`src/rtl/stm32_transfer_scheduler_pkg.sv`:
```
// Shared definitions for the STM32 nibble-bus transfer scheduler.
// Latency: n/a (constants, types and a helper function only).
// Backpressure: n/a.
package stm32_if_pkg;

  // Command nibbles sampled on the data_sync cycle.
  localparam logic [3:0] CMD_STATUS = 4'd2;
  localparam logic [3:0] CMD_TX_IQ  = 4'd3;
  localparam logic [3:0] CMD_RX_IQ  = 4'd4;

  typedef enum logic [1:0] {
    ST_IDLE     = 2'd0,
    ST_STATUS   = 2'd1,
    ST_TX_FRAME = 2'd2,
    ST_RX_FRAME = 2'd3
  } state_e;

  // One IQ frame = {Q, I} = 32 bits = 8 nibbles on the bus.
  localparam int NIBBLES_PER_FRAME = 8;

  // Status nibble bit positions.
  localparam int STAT_RX_OVF   = 3;
  localparam int STAT_TX_UDF   = 2;
  localparam int STAT_RX_EMPTY = 1;
  localparam int STAT_ADC_OTR  = 0;

  // Nibble idx of a {Q,I} frame, MSB-first: idx 0 is Q[15:12], idx 7 is I[3:0].
  function automatic logic [3:0] frame_nibble(input logic [31:0] frame,
                                              input logic [2:0]  idx);
    logic [31:0] shifted;
    shifted = frame >> {3'd7 - idx, 2'b00};
    return shifted[3:0];
  endfunction

endpackage

```
`src/rtl/stm32_transfer_scheduler_if.sv`:
```
// Nibble bus between the STM32 and the transfer scheduler.
// Latency: n/a (wires only). Ports: data_sync/data_in from STM32, data_out to STM32.
// Backpressure: none; the STM32 paces every transfer with data_sync.
interface stm32_transfer_scheduler_if;
  logic       data_sync;
  logic [3:0] data_in;
  logic [3:0] data_out;

  modport master (output data_sync, output data_in, input data_out);
  modport slave  (input data_sync, input data_in, output data_out);
endinterface

```
`src/rtl/stm32_transfer_scheduler_sync_fifo.sv`:
```
// Single-clock FIFO with occupancy count; head is visible combinationally.
// Latency: push visible at head/count the cycle after the push edge.
// Backpressure: none; push into full is dropped unless a pop lands on the same edge.
module sync_fifo #(
  parameter int WIDTH = 32,
  parameter int DEPTH = 8
) (
  input  logic                     clk_in,
  input  logic                     reset_n,
  input  logic                     push,
  input  logic [WIDTH-1:0]         push_dat,
  input  logic                     pop,
  output logic [WIDTH-1:0]         head_dat,
  output logic                     full,
  output logic                     empty,
  output logic [$clog2(DEPTH):0]   count
);

  localparam int AW = $clog2(DEPTH);

  logic [WIDTH-1:0] mem [DEPTH];
  logic [AW-1:0]    wr_ptr;
  logic [AW-1:0]    rd_ptr;
  logic             pop_ok;
  logic             push_ok;

  assign full     = (count == (AW+1)'(DEPTH));
  assign empty    = (count == '0);
  assign head_dat = mem[rd_ptr];

  // Pop is evaluated first, so a full FIFO still accepts a same-edge push.
  assign pop_ok  = pop && !empty;
  assign push_ok = push && (!full || pop_ok);

  always_ff @(posedge clk_in or negedge reset_n) begin
    if (!reset_n) begin
      wr_ptr <= '0;
      rd_ptr <= '0;
      count  <= '0;
    end else begin
      if (push_ok) wr_ptr <= wr_ptr + 1'b1;
      if (pop_ok)  rd_ptr <= rd_ptr + 1'b1;
      case ({push_ok, pop_ok})
        2'b10:   count <= count + 1'b1;
        2'b01:   count <= count - 1'b1;
        default: count <= count;
      endcase
    end
  end

  always_ff @(posedge clk_in) begin
    if (push_ok) mem[wr_ptr] <= push_dat;
  end

endmodule

```
`src/rtl/stm32_transfer_scheduler.sv`:
```
// Decodes STM32 nibble-bus commands; streams RX IQ out, collects TX IQ in, reports status.
// Latency: nibble n of a frame registered S+1+n after sync at S; tx_i/tx_q 1 cycle after tx_strobe.
// Backpressure: none; RX overflow drops the new sample (sticky flag), TX overflow drops silently.
// Ports: clk_in/reset_n, bus (slave nibble bus), rx_i/rx_q/rx_valid from DDC, adc_otr,
//        tx_strobe from DUC, tx_i/tx_q to DUC, rx_level = RX FIFO occupancy.
module stm32_transfer_scheduler
  import stm32_if_pkg::*;
#(
  parameter int FIFO_DEPTH = 8
) (
  input  logic                         clk_in,
  input  logic                         reset_n,
  stm32_transfer_scheduler_if.slave    bus,
  input  logic signed [15:0]           rx_i,
  input  logic signed [15:0]           rx_q,
  input  logic                         rx_valid,
  input  logic                         adc_otr,
  input  logic                         tx_strobe,
  output logic signed [15:0]           tx_i,
  output logic signed [15:0]           tx_q,
  output logic [$clog2(FIFO_DEPTH):0]  rx_level
);

  localparam int CW = $clog2(FIFO_DEPTH) + 1;

  state_e      state;
  logic [2:0]  nib_cnt;
  logic [31:0] rx_frame;
  logic [27:0] tx_shift;
  logic [3:0]  data_out_q;
  logic        rx_overflow;
  logic        tx_underflow;

  logic        rx_pop;
  logic [31:0] rx_head;
  logic        rx_full;
  logic        rx_empty;
  logic [CW-1:0] rx_count;

  logic        tx_push;
  logic [31:0] tx_push_dat;
  logic [31:0] tx_head;
  logic        tx_empty;
  logic        tx_full_unused;
  logic [CW-1:0] tx_count_unused;

  logic        last_nib;
  logic        status_drive;
  logic        rx_ovf_evt;
  logic        tx_udf_evt;
  logic [3:0]  status_nib;

  assign bus.data_out = data_out_q;
  assign rx_level     = rx_count;

  assign last_nib = (nib_cnt == 3'(NIBBLES_PER_FRAME - 1));

  // The RX head leaves the FIFO on the sync edge itself, so the frame owns it
  // even if the frame is later aborted.
  assign rx_pop = bus.data_sync && (bus.data_in == CMD_RX_IQ);

  // A new sync always wins over the last nibble, which discards a partial TX frame.
  assign tx_push     = (state == ST_TX_FRAME) && !bus.data_sync && last_nib;
  assign tx_push_dat = {tx_shift, bus.data_in};

  // A same-edge RX pop frees a slot, so a full FIFO only overflows without one.
  assign rx_ovf_evt   = rx_valid && rx_full && !rx_pop;
  assign tx_udf_evt   = tx_strobe && tx_empty;
  assign status_drive = (state == ST_STATUS) && !bus.data_sync;

  always_comb begin
    status_nib                = '0;
    status_nib[STAT_RX_OVF]   = rx_overflow;
    status_nib[STAT_TX_UDF]   = tx_underflow;
    status_nib[STAT_RX_EMPTY] = rx_empty;
    status_nib[STAT_ADC_OTR]  = adc_otr;
  end

  sync_fifo #(.WIDTH(32), .DEPTH(FIFO_DEPTH)) u_rx_fifo (
    .clk_in   (clk_in),
    .reset_n  (reset_n),
    .push     (rx_valid),
    .push_dat ({rx_q, rx_i}),
    .pop      (rx_pop),
    .head_dat (rx_head),
    .full     (rx_full),
    .empty    (rx_empty),
    .count    (rx_count)
  );

  sync_fifo #(.WIDTH(32), .DEPTH(FIFO_DEPTH)) u_tx_fifo (
    .clk_in   (clk_in),
    .reset_n  (reset_n),
    .push     (tx_push),
    .push_dat (tx_push_dat),
    .pop      (tx_strobe),
    .head_dat (tx_head),
    .full     (tx_full_unused),
    .empty    (tx_empty),
    .count    (tx_count_unused)
  );

  // Sticky flags: cleared by the edge that drives the status nibble, but an
  // event on that same edge keeps the bit set.
  always_ff @(posedge clk_in or negedge reset_n) begin
    if (!reset_n) begin
      rx_overflow  <= 1'b0;
      tx_underflow <= 1'b0;
    end else begin
      rx_overflow  <= (rx_overflow  && !status_drive) || rx_ovf_evt;
      tx_underflow <= (tx_underflow && !status_drive) || tx_udf_evt;
    end
  end

  // TX sample path: on an empty FIFO the outputs hold their last value.
  always_ff @(posedge clk_in or negedge reset_n) begin
    if (!reset_n) begin
      tx_i <= '0;
      tx_q <= '0;
    end else if (tx_strobe && !tx_empty) begin
      tx_q <= tx_head[31:16];
      tx_i <= tx_head[15:0];
    end
  end

  always_ff @(posedge clk_in or negedge reset_n) begin
    if (!reset_n) begin
      state      <= ST_IDLE;
      nib_cnt    <= '0;
      rx_frame   <= '0;
      tx_shift   <= '0;
      data_out_q <= '0;
    end else if (bus.data_sync) begin
      nib_cnt <= '0;
      case (bus.data_in)
        CMD_STATUS: state <= ST_STATUS;
        CMD_TX_IQ:  state <= ST_TX_FRAME;
        CMD_RX_IQ: begin
          state    <= ST_RX_FRAME;
          rx_frame <= rx_empty ? '0 : rx_head;
        end
        default:    state <= ST_IDLE;
      endcase
    end else begin
      case (state)
        ST_STATUS: begin
          data_out_q <= status_nib;
          state      <= ST_IDLE;
        end
        ST_RX_FRAME: begin
          data_out_q <= frame_nibble(rx_frame, nib_cnt);
          nib_cnt    <= nib_cnt + 1'b1;
          if (last_nib) state <= ST_IDLE;
        end
        ST_TX_FRAME: begin
          tx_shift <= {tx_shift[23:0], bus.data_in};
          nib_cnt  <= nib_cnt + 1'b1;
          if (last_nib) state <= ST_IDLE;
        end
        default: state <= ST_IDLE;
      endcase
    end
  end

endmodule
```
`src/flat_wrapper.sv`:
```
// flat-port wrapper written by rule: the top's interface ports become plain ports
module stm32_transfer_scheduler_flat import stm32_if_pkg::*;
#(
  parameter int FIFO_DEPTH = 8
)
  (clk_in, reset_n, rx_i, rx_q, rx_valid, adc_otr, tx_strobe, tx_i, tx_q, rx_level, bus_data_sync, bus_data_in, bus_data_out);
  stm32_transfer_scheduler_if bus_i ();
  input  logic clk_in;
  input  logic reset_n;
  input  logic signed [15:0] rx_i;
  input  logic signed [15:0] rx_q;
  input  logic rx_valid;
  input  logic adc_otr;
  input  logic tx_strobe;
  output logic signed [15:0] tx_i;
  output logic signed [15:0] tx_q;
  output logic [$clog2(FIFO_DEPTH):0] rx_level;
  input wire logic [$bits(bus_i.data_sync)-1:0] bus_data_sync;
  input wire logic [$bits(bus_i.data_in)-1:0] bus_data_in;
  output wire logic [$bits(bus_i.data_out)-1:0] bus_data_out;
  assign bus_i.data_sync = bus_data_sync;
  assign bus_i.data_in = bus_data_in;
  assign bus_data_out = bus_i.data_out;
  stm32_transfer_scheduler #(.FIFO_DEPTH(FIFO_DEPTH)) u_core (.clk_in(clk_in), .reset_n(reset_n), .bus(bus_i), .rx_i(rx_i), .rx_q(rx_q), .rx_valid(rx_valid), .adc_otr(adc_otr), .tx_strobe(tx_strobe), .tx_i(tx_i), .tx_q(tx_q), .rx_level(rx_level));
endmodule
```
`config.mk`:
```
export PLATFORM = sky130hd
export DESIGN_NAME = stm32_transfer_scheduler_flat
export DESIGN_NICKNAME = d
export VERILOG_FILES = /design/src/rtl/stm32_transfer_scheduler_pkg.sv /design/src/rtl/stm32_transfer_scheduler_if.sv /design/src/rtl/stm32_transfer_scheduler_sync_fifo.sv /design/src/rtl/stm32_transfer_scheduler.sv /design/src/flat_wrapper.sv
export SDC_FILE = /design/constraint.sdc
export NUM_CORES = 1
export LEC_CHECK = 0
export ABC_AREA = 1
export CAP_MARGIN = 10
export CORE_AREA = 3 3 195 340
export CTS_CLUSTER_DIAMETER = 40
export DETAILED_ROUTE_END_ITERATION = 8
export DIE_AREA = 0 0 198 343
export PLACE_DENSITY = 0.56
export SLEW_MARGIN = 20
export SYNTH_ARGS = -nofsm -noshare
export SYNTH_HDL_FRONTEND = slang
export SYNTH_SLANG_ARGS = --single-unit
```
`constraint.sdc`:
```
create_clock -name clk_in -period 4.3 [get_ports clk_in]
set_input_delay 0.86 -clock clk_in [delete_from_list [all_inputs] [get_ports clk_in]]
set_output_delay 0.86 -clock clk_in [all_outputs]
set_load 0.02 [all_outputs]
```
==> summary.md <==
| Metric | Value |
|---|---|
| TNS Setup | `0 ns` |
| DP HPWL | `34,200 µm` |
| Critical path type | `in2reg` |
| Die ar. | `about 68,000 µm²` |
| Crit path DAT | `between 3 and 4 ns` |
| Total core area | `around 64,000 µm²` |
| Worst Tran Pin Value | `0.981 ns` |
| Syn. warnings | `0` |
| Routed len/inst | `around 21 µm` |
| First-pass GRT wire length | `between 80,000 and 90,000 µm` |
| I/O pin total | `82` |
| Worst Setup End Kind | `flop` |
| Flop2flop setup slack | `1.55 ns` |
| #FFs+latches synth | `about 640` |
| Hold Buf Count CTS | `0` |
| TritonCTS clock tree | `yes` |
| Drt first pass iters | `6` |
| Critical Path Slowest Stage Cell | `clkdlybuf4s50_1` |
| Worst Skew | `0.0203 ns` |
| DIE WIDTH | `around 200 µm` |
| RSZ-0062 raised after global routing | `no` |
| Synthesized area per cell | `approximately 14 µm²` |
| CP cell instances | `clkdlybuf4s50_1 -> inv_1 -> nand2_1 -> nor2_4 -> inv_2 -> nand4_2 -> nand2_2 -> or2_1 -> nor2_4 -> buf_4` |
| Commonest non-fill, non-tap cell in the layout | `edfxtp_1` |
| Fillers | `5,712` |
| Cells after synthesis | `1,819` |
| DRC Markers | `0` |
| Peak supply drop | `504 µV` |
| P&R area growth vs syn | `16.9%` |
| Vias per cell | `about 5.3` |
| Clock root cell | `clkbuf_16` |
| Reg2reg start | `u_core.nib_cnt[1]` |
| Slew headroom | `0.346` |
| H-tree depth | `3` |
| Most frequent cells in the layout | `edfxtp_1, nor2_1, o21ai_0, nand2_1, dfrtp_1` |
| R2R Path End | `u_core.u_tx_fifo.mem[1][12]` |
| Reg clk slew, reported paths | `~0.06 ns` |
| Non-Filler Instances | `roughly 2,800` |
| Max Freq | `326 MHz` |
| R2R depth | `7` |
| Pleak | `0.0104 µW` |
| Critical path fanouts, max | `32` |
| Hold WC Path Type | `in2async` |
| Final Hold Vio Count | `0` |
| Global placement routability congestion | `between 0.7 and 0.8` |
| Initial antenna violation count | `0` |
| Max clock buf depth | `3` |
| DRT Wirelength | `between 50,000 and 60,000 µm` |
| Setup Buffers After CTS | `0` |
| Nets | `a little under 2,000` |
| Routed Antenna Nets | `0` |
| Fin crit share | `0.714` |
| Total track usage | `0.172` |
| Worst path max stage delay | `about 0.59 ns` |
| CP Launch Type | `primary input` |
| Diode count | `0` |
| Worst-skew pair later-pin latency | `roughly 0.6 ns` |
| Row cnt | `123` |
| WP data required | `approximately 4.5 ns` |
| Via count | `between 10,000 and 15,000` |
| TritonCTS Buffers | `69` |
| Final slew viol count | `0` |
| Pwr dens | `roughly 650 nW/µm²` |
| Largest net degree at the start of global routing | `130` |
| GRT overflow | `0` |
| Post-synth cell types | `39` |
| Vias in the first global route | `about 15,000` |
| Crit path time final | `3.07 ns` |
| Placed insts | `about 2,600` |
| Clock Sinks | `approximately 640` |
| Syn Nets | `between 1,500 and 2,000` |
| Number of gates resized after CTS | `0` |
| Cell area after synthesis | `roughly 25,000 µm²` |
| Initial core utilization | `0.388` |
| Die Y | `between 300 and 400 µm` |
| Initial DRC count | `920` |
| Max cap viols | `0` |
| Port-buffer cells | `81` |
| Share of post-route cells with drive strength above 1 | `0.101` |
| Seq/Total Area, Yosys | `0.743` |
| Top cell by count, worst path | `nor2_4` |
| Status | `complete, no violations` |
| Final setup fails | `0` |
-- kinds of logic after synthesis --
logic type | Yosys count | share of synthesized area
buffers and inverters | 172 | 0.0285
adder cells (fa/ha/maj) | 10 | 0.00534
AND/OR/NAND/NOR | 515 | 0.0847
XOR/XNOR | 11 | 0.00388
flip-flops | 635 | 0.743
multiplexers | 94 | 0.0379
AO/OA/AOI/OAI | 382 | 0.0971
-- per-layer routing --
layer	global-route usage	up-vias	part of all wire	wire [µm]
met4	0.0652	0	0.028	1620
li1	-	6904	-	-
met1	0.196	7376	0.39	22400
met5	0	-	0	0
met3	0.0235	96	0.040	2300
met2	0.322	345	0.55	31800
-- per-stage QoR --
stage / power (µW) / utilization / cell area (µm²) / hold slack, ns / worst slack [ns]
after CTS: 19200 / 0.453 / 29000 / 0.398 / 1.27
after floorplan: 11400 / - / 24900 / 0.450 / 0.845
after global placement: 13200 / 0.418 / 26800 / 0.463 / 0.703
final: 19000 / 0.454 / 29100 / 0.371 / 1.23
after global routing: 20000 / 0.454 / 29100 / 0.439 / 1.04
after detailed placement: 13300 / 0.418 / 26800 / 0.467 / 0.624
-- critical path: cells and delay by family --
family	cells	cell delay, ns
buf+inv	4	1.29
simple gates	6	1.10
-- where the power goes --
part / switching (µW) / total (µW) / internal, µW
sequential: 723 / 8360 / 7630
clock: 2390 / 5870 / 3480
combinational: 3030 / 4770 / 1740
total: 6140 / 19000 / 12900
-- worst max-delay path by stage --
| stage | startpoint | end | slack (ns) | depth (start not counted) |
|---|---|---|---|---|
| 2_1_floorplan | bus_data_in[1] | u_core.u_rx_fifo.mem[0][0] | 0.84 | 8 |
| 3_3_place_gp | bus_data_in[0] | u_core.u_rx_fifo.mem[4][19] | 0.70 | 10 |
| 3_5_place_dp | bus_data_in[0] | u_core.u_rx_fifo.mem[6][22] | 0.62 | 10 |
| 4_1_cts | bus_data_in[0] | u_core.u_rx_fifo.mem[6][22] | 1.27 | 10 |
| 5_1_grt | bus_data_in[0] | u_core.u_rx_fifo.mem[6][22] | 1.04 | 10 |
| 6_report | bus_data_in[0] | u_core.u_rx_fifo.mem[4][19] | 1.23 | 10 |
-- state kept, by name, indices dropped and copies added, names as in the netlist, 16 cells and up --
register and flops:
u_core.tx_q 16, u_core.u_tx_fifo.mem 256, u_core.tx_i 16, u_core.u_rx_fifo.mem 256, u_core.rx_frame 32, u_core.tx_shift 28
-- cells in the mapped netlist (all sizes together) --
| cell | n | area, µm² |
|---|---|---|
| edfxtp | 512 | 15400 |
| nor2 | 243 | 948 |
| o21ai | 205 | 1030 |
| nand2 | 204 | 786 |
| dfrtp | 123 | 3080 |
| mux2i | 94 | 941 |
| o221ai | 80 | 701 |
| clkbuf | 69 | 259 |
| inv | 65 | 244 |
| nand3 | 53 | 270 |
| buf | 37 | 203 |
| o22ai | 33 | 206 |
| a21oi | 21 | 105 |
| o211ai | 18 | 135 |
| o32ai | 17 | 149 |
| xor2 | 11 | 96.3 |
| ha | 9 | 113 |
| a32o | 6 | 60.1 |
| nand4 | 6 | 43.8 |
| nor3 | 6 | 35.0 |
| or2 | 3 | 21.3 |
| a31oi | 2 | 27.5 |
| clkinv | 1 | 3.75 |
| fa | 1 | 20.0 |
-- layout make-up --
class                   count  area (µm²)  area share
inverters                  66         249     0.00857
well taps                 812        1020      0.0350
flip-flops and latches    635       18500       0.635
clock inverters            32         322      0.0111
clock buffers              92        1960      0.0674
multi-input cells        1012        5800       0.200
repair buffers            125        1250      0.0430
Power figures use the tool's default switching activity.
